==> src/rtl/celc_chain_meter.sv <==
// Launch/capture controller for a C-element delay chain. It toggles chain_in and counts cycles until the edge returns.
// Optional CELC_METER_AVG_EN: each start runs four alternating-polarity measurements and reports their floored mean.
module celc_chain_meter #(
  parameter int CNT_WIDTH   = 16,
  parameter int SYNC_STAGES = 2
) (
  input  logic                 clk,
  input  logic                 rst,
  input  logic                 start,
  input  logic                 chain_out,
  output logic                 chain_in,
  output logic                 busy,
  output logic                 done,
  output logic                 timeout,
  output logic [CNT_WIDTH-1:0] count
);

  typedef enum logic [1:0] {
    S_IDLE,
    S_WAIT,
    S_FIN
  } state_t;

  state_t               r_state;
  logic [SYNC_STAGES-1:0] r_sync;
  logic                 r_ref;
  logic [CNT_WIDTH-1:0] r_cnt;

  logic                 w_sync_q;
  logic                 w_arrived;
  logic                 w_run_to;
  logic [CNT_WIDTH-1:0] w_run_cnt;

  always_ff @(posedge clk or posedge rst) begin
    if (rst) begin
      r_sync <= '0;
    end else begin
      r_sync <= {r_sync[SYNC_STAGES-2:0], chain_out};
    end
  end

  assign w_sync_q = r_sync[SYNC_STAGES-1];

  // Arrival is any departure from the level captured at launch, so chain inversion does not matter.
  always_comb begin
    w_arrived = (w_sync_q != r_ref);
    w_run_to  = !w_arrived && (r_cnt == '1);
    w_run_cnt = w_arrived ? r_cnt + CNT_WIDTH'(1) : '1;
  end

`ifdef CELC_METER_AVG_EN
  logic [1:0]           r_run;
  logic [CNT_WIDTH+1:0] r_acc;
  logic                 r_to_any;
  logic [CNT_WIDTH+1:0] w_acc_next;
  logic                 w_to_any_next;

  always_comb begin
    w_acc_next    = r_acc + {2'b00, w_run_cnt};
    w_to_any_next = r_to_any | w_run_to;
  end
`endif

  always_ff @(posedge clk or posedge rst) begin
    if (rst) begin
      r_state  <= S_IDLE;
      r_ref    <= 1'b0;
      r_cnt    <= '0;
      chain_in <= 1'b0;
      busy     <= 1'b0;
      done     <= 1'b0;
      timeout  <= 1'b0;
      count    <= '0;
`ifdef CELC_METER_AVG_EN
      r_run    <= '0;
      r_acc    <= '0;
      r_to_any <= 1'b0;
`endif
    end else begin
      done <= 1'b0;
      case (r_state)
        S_IDLE: begin
          if (start) begin
            chain_in <= ~chain_in;
            r_ref    <= w_sync_q;
            r_cnt    <= '0;
            timeout  <= 1'b0;
            busy     <= 1'b1;
            r_state  <= S_WAIT;
`ifdef CELC_METER_AVG_EN
            r_run    <= '0;
            r_acc    <= '0;
            r_to_any <= 1'b0;
`endif
          end
        end
        S_WAIT: begin
          if (w_arrived || w_run_to) begin
`ifdef CELC_METER_AVG_EN
            if (r_run == 2'd3) begin
              count   <= w_acc_next[CNT_WIDTH+1:2];
              timeout <= w_to_any_next;
              done    <= 1'b1;
              r_state <= S_FIN;
            end else begin
              // Relaunch on the arrival edge itself: sync_q already shows the settled level to use as ref.
              chain_in <= ~chain_in;
              r_ref    <= w_sync_q;
              r_cnt    <= '0;
              r_run    <= r_run + 2'd1;
              r_acc    <= w_acc_next;
              r_to_any <= w_to_any_next;
            end
`else
            count   <= w_run_cnt;
            timeout <= w_run_to;
            done    <= 1'b1;
            r_state <= S_FIN;
`endif
          end else begin
            r_cnt <= r_cnt + CNT_WIDTH'(1);
          end
        end
        S_FIN: begin
          busy    <= 1'b0;
          r_state <= S_IDLE;
        end
        default: r_state <= S_IDLE;
      endcase
    end
  end

endmodule

==> config.mk <==
export PLATFORM = sky130hd
export DESIGN_NAME = celc_chain_meter
export DESIGN_NICKNAME = d
export VERILOG_FILES = /design/src/rtl/celc_chain_meter.sv
export SDC_FILE = /design/constraint.sdc
export NUM_CORES = 1
export LEC_CHECK = 0
export CAP_MARGIN = 10
export CORE_MARGIN = 2
export CORE_UTILIZATION = 55
export DETAILED_ROUTE_END_ITERATION = 10
export MAX_ROUTING_LAYER = met4
export PLACE_DENSITY = 0.81
export SYNTH_ARGS = -nofsm -noshare
export SYNTH_HDL_FRONTEND = slang
export SYNTH_SLANG_ARGS = --single-unit
==> constraint.sdc <==
create_clock -name clk -period 2.8 [get_ports clk]
set_clock_uncertainty 0.05 [all_clocks]
set_input_delay 0.42 -clock clk [delete_from_list [all_inputs] [get_ports clk]]
set_output_delay 0.42 -clock clk [all_outputs]
set_load 0.05 [all_outputs]
# Word level (Yosys, flattened, before mapping)
# Index checks and enable logic that the tools add are counted.
word_totals:
  out_inout_bits: 20
  input_bits: 4
  regBits: 41
classes:
  n_eq_ne: 7
  bitwise_logic: 1
  mux: 14
  add_sub_neg: 1
  reduce_logical: 12
ops:
  columns: ["op", "count"]
  rows:
  - ["$mux 16", 3]
  - ["$pmux 16 s2", 1]
  - ["$add 16x1->16 const B", 1]
  - ["$eq 16x16->1 const B", 1]
  - ["$reduce_and 2->1", 4]
  - ["$ne 2x2->1 const B", 3]
  - ["$reduce_and 3->1", 2]
  - ["$mux 1", 5]
  - ["$mux 2", 2]
  - ["$pmux 1 s2", 2]
  - ["$pmux 2 s2", 1]
  - ["$reduce_bool 2->1", 2]
  - ["$eq 2x1->1 const B", 1]
  - ["$eq 2x2->1 const B", 1]
  - ["$logic_not 2->1", 1]
  - ["$logic_and 1x1->1", 1]
  - ["$logic_not 1->1", 1]
  - ["$logic_or 1x1->1", 1]
  - ["$ne 1x1->1", 1]
  - ["$not 1->1", 1]

# Longest topological paths before layout
# Gate-level depths: netlist of the first run.
depth:
  depth_word: 6
  depth_mapped: 6

# Worst setup path before layout of the first run
# OpenSTA, ideal clock, no wires.
synth_timing:
  kind: "register to register"
  from: "register r_cnt[0]"
  to: "register r_cnt[14]"
  n_path_buf: 1
  slack_ns: 0.850
  setup_ns: 0.149
  arrival_ns: 1.751
  stages_incl_launch_ff: 7
  path_cell_list: "dfrtp_1 -> ha_1 -> nand3_4 -> o41a_4 -> buf_2 -> nand4_1 -> o311ai_0"
synth_between:
  elab_chain_cells: 5
synth_lines:
  columns: ["item", "line_no", "text"]
  rows:
  - ["start, declared", "27", "logic [CNT_WIDTH-1:0] r_cnt;"]
  - ["start signal, assigned", "121", "r_cnt <= r_cnt + CNT_WIDTH'(1);"]
  - ["parallel branches: the longest is 5 deep, another holds $add 16x1->16", null, null]
# Parallel ways; which one is timed is not known. The select of a mux whose other input is x is not followed.
# A chain may end at the register's enable or synchronous reset.

# Worst setup path after layout of the first run
layout_timing:
  from: "register r_cnt[0]"
  to: "register count[1]"
layout_between:
  elab_chain_cells: 4
layout_lines:
  columns: ["item", "line_no", "text"]
  rows:
  - ["parallel branches: the longest is 4 deep, another holds $add 16x1->16", null, null]
  - ["end signal, assigned", "115", "count <= w_run_cnt;"]
  - ["end, declared", "15", "output logic [CNT_WIDTH-1:0] count"]
# Parallel ways; which one is timed is not known.

==> results of run 1 <==
==> registers in the layout, indices dropped and copies added (netlist names) <==
signal	count
busy	1
chain_in	1
count	16
done	1
r_cnt	16
r_ref	1
r_state	2
r_sync	2
timeout	1
==> routing by layer <==
metal | vias up | track usage, % | share of wire (%)
met5 | - | - | 0
met4 | 0 | 9.90 | 2.2
met3 | 10 | 5.31 | 5.7
met2 | 68 | 38.3 | 48
met1 | 781 | 32.8 | 44
li1 | 747 | - | -
==> power groups by stage <==
stage               clock, mW  combinational [mW]  sequential [mW]
global route            0.523                1.75             1.06
detailed placement          0                1.63             1.04
global placement            0                1.61             1.02
floorplan                   0               0.784             1.45
finish                  0.497                1.64             1.03
CTS                     0.503                1.64             1.03
==> final timing paths <==
kind,startpoint,to,cells after the start
hold / removal,r_sync[0]$_DFF_PP0_,r_sync[1]$_DFF_PP0_,0
min in group asynchronous,rst,r_cnt[6]$_DFFE_PP0P_,3
hold reg to reg,r_sync[0]$_DFF_PP0_,r_sync[1]$_DFF_PP0_,0
max in group asynchronous,rst,r_cnt[4]$_DFFE_PP0P_,3
setup reg to reg,r_cnt[0]$_DFFE_PP0P_,count[1]$_DFFE_PP0P_,5
setup / recovery,r_cnt[0]$_DFFE_PP0P_,count[1]$_DFFE_PP0P_,5
==> cells by family after synthesis <==
logic type / synth area share, %
AO/OA/AOI/OAI: 21.2
XOR/XNOR: 7.09
adder cells (fa/ha/maj): 0.601
buffers and inverters: 5.28
flip-flops: 49.2
multiplexers: 1.02
AND/OR/NAND/NOR: 15.6
==> stage by stage <==
stage          utilization (%)  power [mW]  area [sq um]  std cells
2_1_floorplan                -        2.23          2080        186
3_3_place_gp              63.4        2.62          2320        247
3_5_place_dp              63.4        2.67          2320        247
4_1_cts                   66.6        3.18          2440        255
5_1_grt                   66.6        3.33          2440        255
6_report                  66.6        3.17          2440        255
==> layout make-up <==
type	count	share of cell area, %
repair buffers	26	10.4
multi-input cells	123	38.8
clock inverters	2	1.54
inverters	9	1.38
well taps	48	2.46
clock buffers	6	3.38
flip-flops and latches	41	42.1
==> cells in the final DEF, fill, tap and decap left out, types with 2 or more instances in the layout <==
cell type,count
xnor2_1,12
dfrtp_1,41
buf_4,3
clkdlybuf4s50_1,23
clkbuf_8,6
nor2_1,7
nand4_2,2
o211ai_1,4
nor4_1,4
nor3_1,3
nand3_1,7
a2bb2oi_1,16
and4_1,3
inv_1,9
nand2_1,9
nand4_1,8
and3_1,2
xor2_1,3
o21ai_0,2
a31oi_1,13
a21oi_1,3
o31a_1,2
==> reports/qor.yml, run 1 <==
placed_design:
  pre_cts_ws_ps: 604
  io_buffers: 23
  hpwl_microns: 3100
  routabilityCongestion: 0.949
synth:
  synth.distinct_cells: 46
  yosysTopAreaCell: "dfrtp_1"
  synth.avg_cell_area_sq_um: 11.2
  async_flop_share_pct: 100
  syn_inst: 186
  synthTopCellsByArea: "dfrtp_1, a2bb2oi_1, xnor2_1"
  post-synth-top-count-cell: "dfrtp_1"
  synth_area_sq_um: 2080
  ys.flop_type: "dfrtp_1"
  ys_seq_area_share_pct: 49.2
  yosys_register_bits: 41
  yosys-top-cells-count: "dfrtp_1, a2bb2oi_1, a31oi_1, xnor2_1"
  synth_edf_count: 0
  ys_warn_count: 0
  syn_nets: 191
  netlist.area_leader.share_pct: 49.2
timing:
  period_minus_slack_ps: 2220
  hold_viol: 0
  fin_crit_sh_pct: 79.4
  rsz0062_at_grt: "false"
  slew_headroom_pct: 61.3
  setup_viol: 0
  maxSlewViolCount: 0
  layout_setup_ws_ps: 577
  totalNegativeSetupSlack_ps: 0
  tightest_slew_ps: 579
  whs_ps: 302
  max_freq_ghz: 0.450
power:
  p_comb_share_pct: 51.7
  p_int_mw: 1.69
  power_density_nw_per_um2: 1300
  swShare_pct: 46.6
  p_leak_nw: 0.972
  seq_power_share_pct: 32.6
  power_switching_mw: 1.48
  ir_drop_v: 0.000786
  power_frac_clock_pct: 15.7
drt:
  dr.pass1.iters: 4
  drcViolationCount: 0
  ant_nets: 0
  via_per_inst: 6.30
  wl_per_cell_microns: 18.2
  dr.first_iter.drc_count: 134
  routed_wl_microns: 4640
  num_vias: 1606
cells_and_area:
  area_delta_synth_final_pct: 17.1
  num-nets-final: 211
  register_area_sq_um: 1030
  multi_input_area_sq_um: 947
  drive_gt1_share_pct: 11.1
  antenna_cells: 0
  nFillCells: 289
cts:
  ctsHoldBuffers: 0
  clk_path_buf_depth: 2
  cts.repair.resized: 0
  cts_root_buf: "clkbuf_8"
  postCtsSetupBuffers: 0
  cts_tree: "built"
  clkLatencyLatePin_ps: 300
  htreeDepth: 2
  cts_sinks: 41
  cts_made_buffers: 5
  cts.reportedPaths.clkPinSlew_ps: 80
setup_path:
  worstSetupPathType: "flip-flop to flip-flop"
  crit_chain: "ha_1, nand3_4, o41a_4, nor2_8, a2bb2oi_1"
  crit_family: "compound AO/OA/AOI/OAI gates"
  cp.required_ps: 2960
  crit_path_end_kind: "flip-flop"
  cp_max_fo: 16
  critPathMaxStageDelay_ps: 640
  crit_buf_inv: 0
  r2r_slack_ps: 580
  slowest_stage: "o41a_4"
  arrival_ps: 2390
  startpoint_type: "flip-flop"
die:
  core_sq_um: 3660
  pin_count: 24
  die_area_sq_um: 4300
  fp-row-count: 22
  die_w_microns: 65.5
  fp.dieH_microns: 65.5
  start_util_pct: 56.9
grt:
  overflow: 0
  grt_max_degree: 42
  grt_pass1_wl_microns: 7780
  grt_antenna_before_repair: 0
  grt_pass1_vias: 1585
  track_usage_pct: 25.0
flow_run:
  drv_cap: 0
min_path:
  hp-class: "flip-flop to flip-flop"
outcome:
  status: "finished, final reports clean"
No activity file was read; power rests on OpenSTA's default activity.
==> inputs of run 2 (changes only) <==
clock period = 2.2 ns   (was 2.8 ns; I/O delays follow)
==> run 2 against run 1 <==
Compared with the run above:
- cell area grew 0.77%
- combinational power grew 32%
- worst setup slack worse by 490 ps
- critical path depth unchanged
- sequential power grew 26%
- via count is 3.1% higher
- critical path type unchanged
- critical endpoint is now count[5]$_DFFE_PP0P_
- largest power group unchanged
- highest routed layer unchanged
==> reports/qor.yml, run 2 (same netlist as run 1, synthesis figures left out) <==
setup_path:
  startpoint_type: "flip-flop"  # unchanged
  cp.required_ps: 2360  # was 2960 ps
  crit_family: "compound AO/OA/AOI/OAI gates"  # unchanged
  crit_chain: "ha_1, nand3_4, o41a_4, nor2_4, a2bb2oi_1"  # was ha_1, nand3_4, o41a_4, nor2_8, a2bb2oi_1
  worstSetupPathType: "flip-flop to flip-flop"  # unchanged
  crit_buf_inv: 0  # unchanged
  cp_max_fo: 16  # unchanged
  crit_path_end_kind: "flip-flop"  # unchanged
  critPathMaxStageDelay_ps: 650  # was 640 ps
  arrival_ps: 2270  # was 2390 ps
  slowest_stage: "o41a_4"  # unchanged
grt:
  grt_max_degree: 42  # unchanged
  grt_antenna_before_repair: 0  # unchanged
  grt_pass1_vias: 1708  # was 1585
  track_usage_pct: 26.7  # was 25.0%
  overflow: 0  # unchanged
  grt_pass1_wl_microns: 8310  # was 7780 microns
cts:
  clkLatencyLatePin_ps: 290  # was 300 ps
  clk_path_buf_depth: 2  # unchanged
  cts_sinks: 41  # unchanged
  htreeDepth: 2  # unchanged
  cts_tree: "built"  # unchanged
  cts_root_buf: "clkbuf_8"  # unchanged
  cts_made_buffers: 5  # unchanged
  cts.reportedPaths.clkPinSlew_ps: 80  # about the same
power:
  ir_drop_v: 0.000895  # was 0.000786 V
  power_density_nw_per_um2: 1600  # was 1300 nW/um^2
  p_leak_nw: 0.991  # was 0.972 nW
flow_run:
  drv_cap: 0  # unchanged
cells_and_area:
  drive_gt1_share_pct: 13.6  # was 11.1%
  layout_common_cells: "dfrtp_1, clkdlybuf4s50_1, a2bb2oi_1"  # unchanged
  post-route-util_pct: 67.2  # was 66.6%
  layout_commonest_cell: "dfrtp_1"  # unchanged
  multi_input_area_sq_um: 958  # was 947 sq um
  largest_registers: "count x16, r_cnt x16"  # unchanged
  stdcell_area_sq_um: 2460  # was 2440 sq um
  register_area_sq_um: 1030  # unchanged
  num-nets-final: 218  # was 211
  area_delta_synth_final_pct: 18.0  # was 17.1%
  nFillCells: 268  # was 289
  antenna_cells: 0  # unchanged
die:
  fp-row-count: 22  # unchanged
  core_sq_um: 3660  # unchanged
  die_area_sq_um: 4300  # unchanged
  start_util_pct: 56.9  # unchanged
  die_w_microns: 65.5  # unchanged
  pin_count: 24  # unchanged
  fp.dieH_microns: 65.5  # unchanged
drt:
  routed_wl_microns: 4810  # was 4640 microns
  ant_nets: 0  # unchanged
  via_per_inst: 6.32  # was 6.30
  dr.pass1.iters: 4  # unchanged
  drcViolationCount: 0  # unchanged
  num_vias: 1655  # was 1606
  wl_per_cell_microns: 18.4  # was 18.2 microns
  dr.first_iter.drc_count: 112  # was 134
timing:
  fin_crit_sh_pct: 95.9  # was 79.4%
  setup_viol: 0  # unchanged
  tightest_slew_ps: 555  # was 579 ps
  max_freq_ghz: 0.474  # was 0.450 GHz
  hold_viol: 0  # unchanged
  rsz0062_at_grt: "false"  # unchanged
  maxSlewViolCount: 0  # unchanged
  totalNegativeSetupSlack_ps: 0  # unchanged
  layout_setup_ws_ps: 89.9  # was 577 ps
  slew_headroom_pct: 62.6  # was 61.3%
  period_minus_slack_ps: 2110  # was 2220 ps
placed_design:
  pre_cts_ws_ps: 139  # was 604 ps
  routabilityCongestion: 0.955  # was 0.949
  hpwl_microns: 3290  # was 3100 microns
  io_buffers: 23  # unchanged
  place_area_sq_um: 2360  # was 2320 sq um
min_path:
  hp-class: "flip-flop to flip-flop"  # unchanged
outcome:
  status: "finished, final reports clean"  # unchanged
run 2: cell count changes in the layout (fill, tap and decap cells not counted), sizes merged:
cell / change
buf: +6
bufinv: -1
clkinv: +2
clkinvlp: -1
nor2: +1
run 2: metrics by stage:
stage          cells  hold WS, ps  total power [mW]
2_1_floorplan    186          281              2.84
3_3_place_gp     253          287              3.38
3_5_place_dp     253          305              3.44
4_1_cts          261          323              3.93
5_1_grt          262          329              4.17
6_report         262          315              3.95
run 2: final cells by class:
type	instances	area share, %
clock buffer	6	2.95
clock inverter	2	0.407
inverter	9	1.37
multi-input combinational	124	39.0
sequential	41	41.7
tap	48	2.44
timing repair buffer	32	12.1
run 2: path summary, 6_finish.rpt:
kind | start | endpoint | slack [ps] | depth (start not counted)
min in group asynchronous | rst | count[0]$_DFFE_PP0P_ | 430 | 3
max in group asynchronous | rst | count[15]$_DFFE_PP0P_ | 1320 | 3
min | r_sync[0]$_DFF_PP0_ | r_sync[1]$_DFF_PP0_ | 320 | 0
max | r_cnt[0]$_DFFE_PP0P_ | count[5]$_DFFE_PP0P_ | 90 | 5
min reg2reg | r_sync[0]$_DFF_PP0_ | r_sync[1]$_DFF_PP0_ | 320 | 0
max reg2reg | r_cnt[0]$_DFFE_PP0P_ | count[5]$_DFFE_PP0P_ | 90 | 5
run 2: repair_timing:
action,CTS,global route
setup buffers,0,0
hold buffers,0,0
setup endpoints to repair,0,2
endpoints found under the hold margin,0,0
resized for setup,0,0
run 2: metal layers:
metal | vias to the layer above | routed length (microns) | part of all wire [%] | GRT usage, %
met2 | 66 | 2350 | 49 | 39.8
met5 | - | 0 | 0 | -
met3 | 8 | 252 | 5.2 | 5.99
met1 | 821 | 2100 | 44 | 34.6
met4 | 0 | 107 | 2.2 | 13.0
li1 | 760 | - | - | -
run 2: power by group:
group | internal, mW | switching, mW | leakage (nW) | total (mW)
Clock | 0.220 | 0.249 | 0.0450 | 0.468
Sequential | 1.04 | 0.266 | 0.513 | 1.30
Combinational | 0.792 | 1.38 | 0.433 | 2.17
Total | 2.05 | 1.89 | 0.991 | 3.95
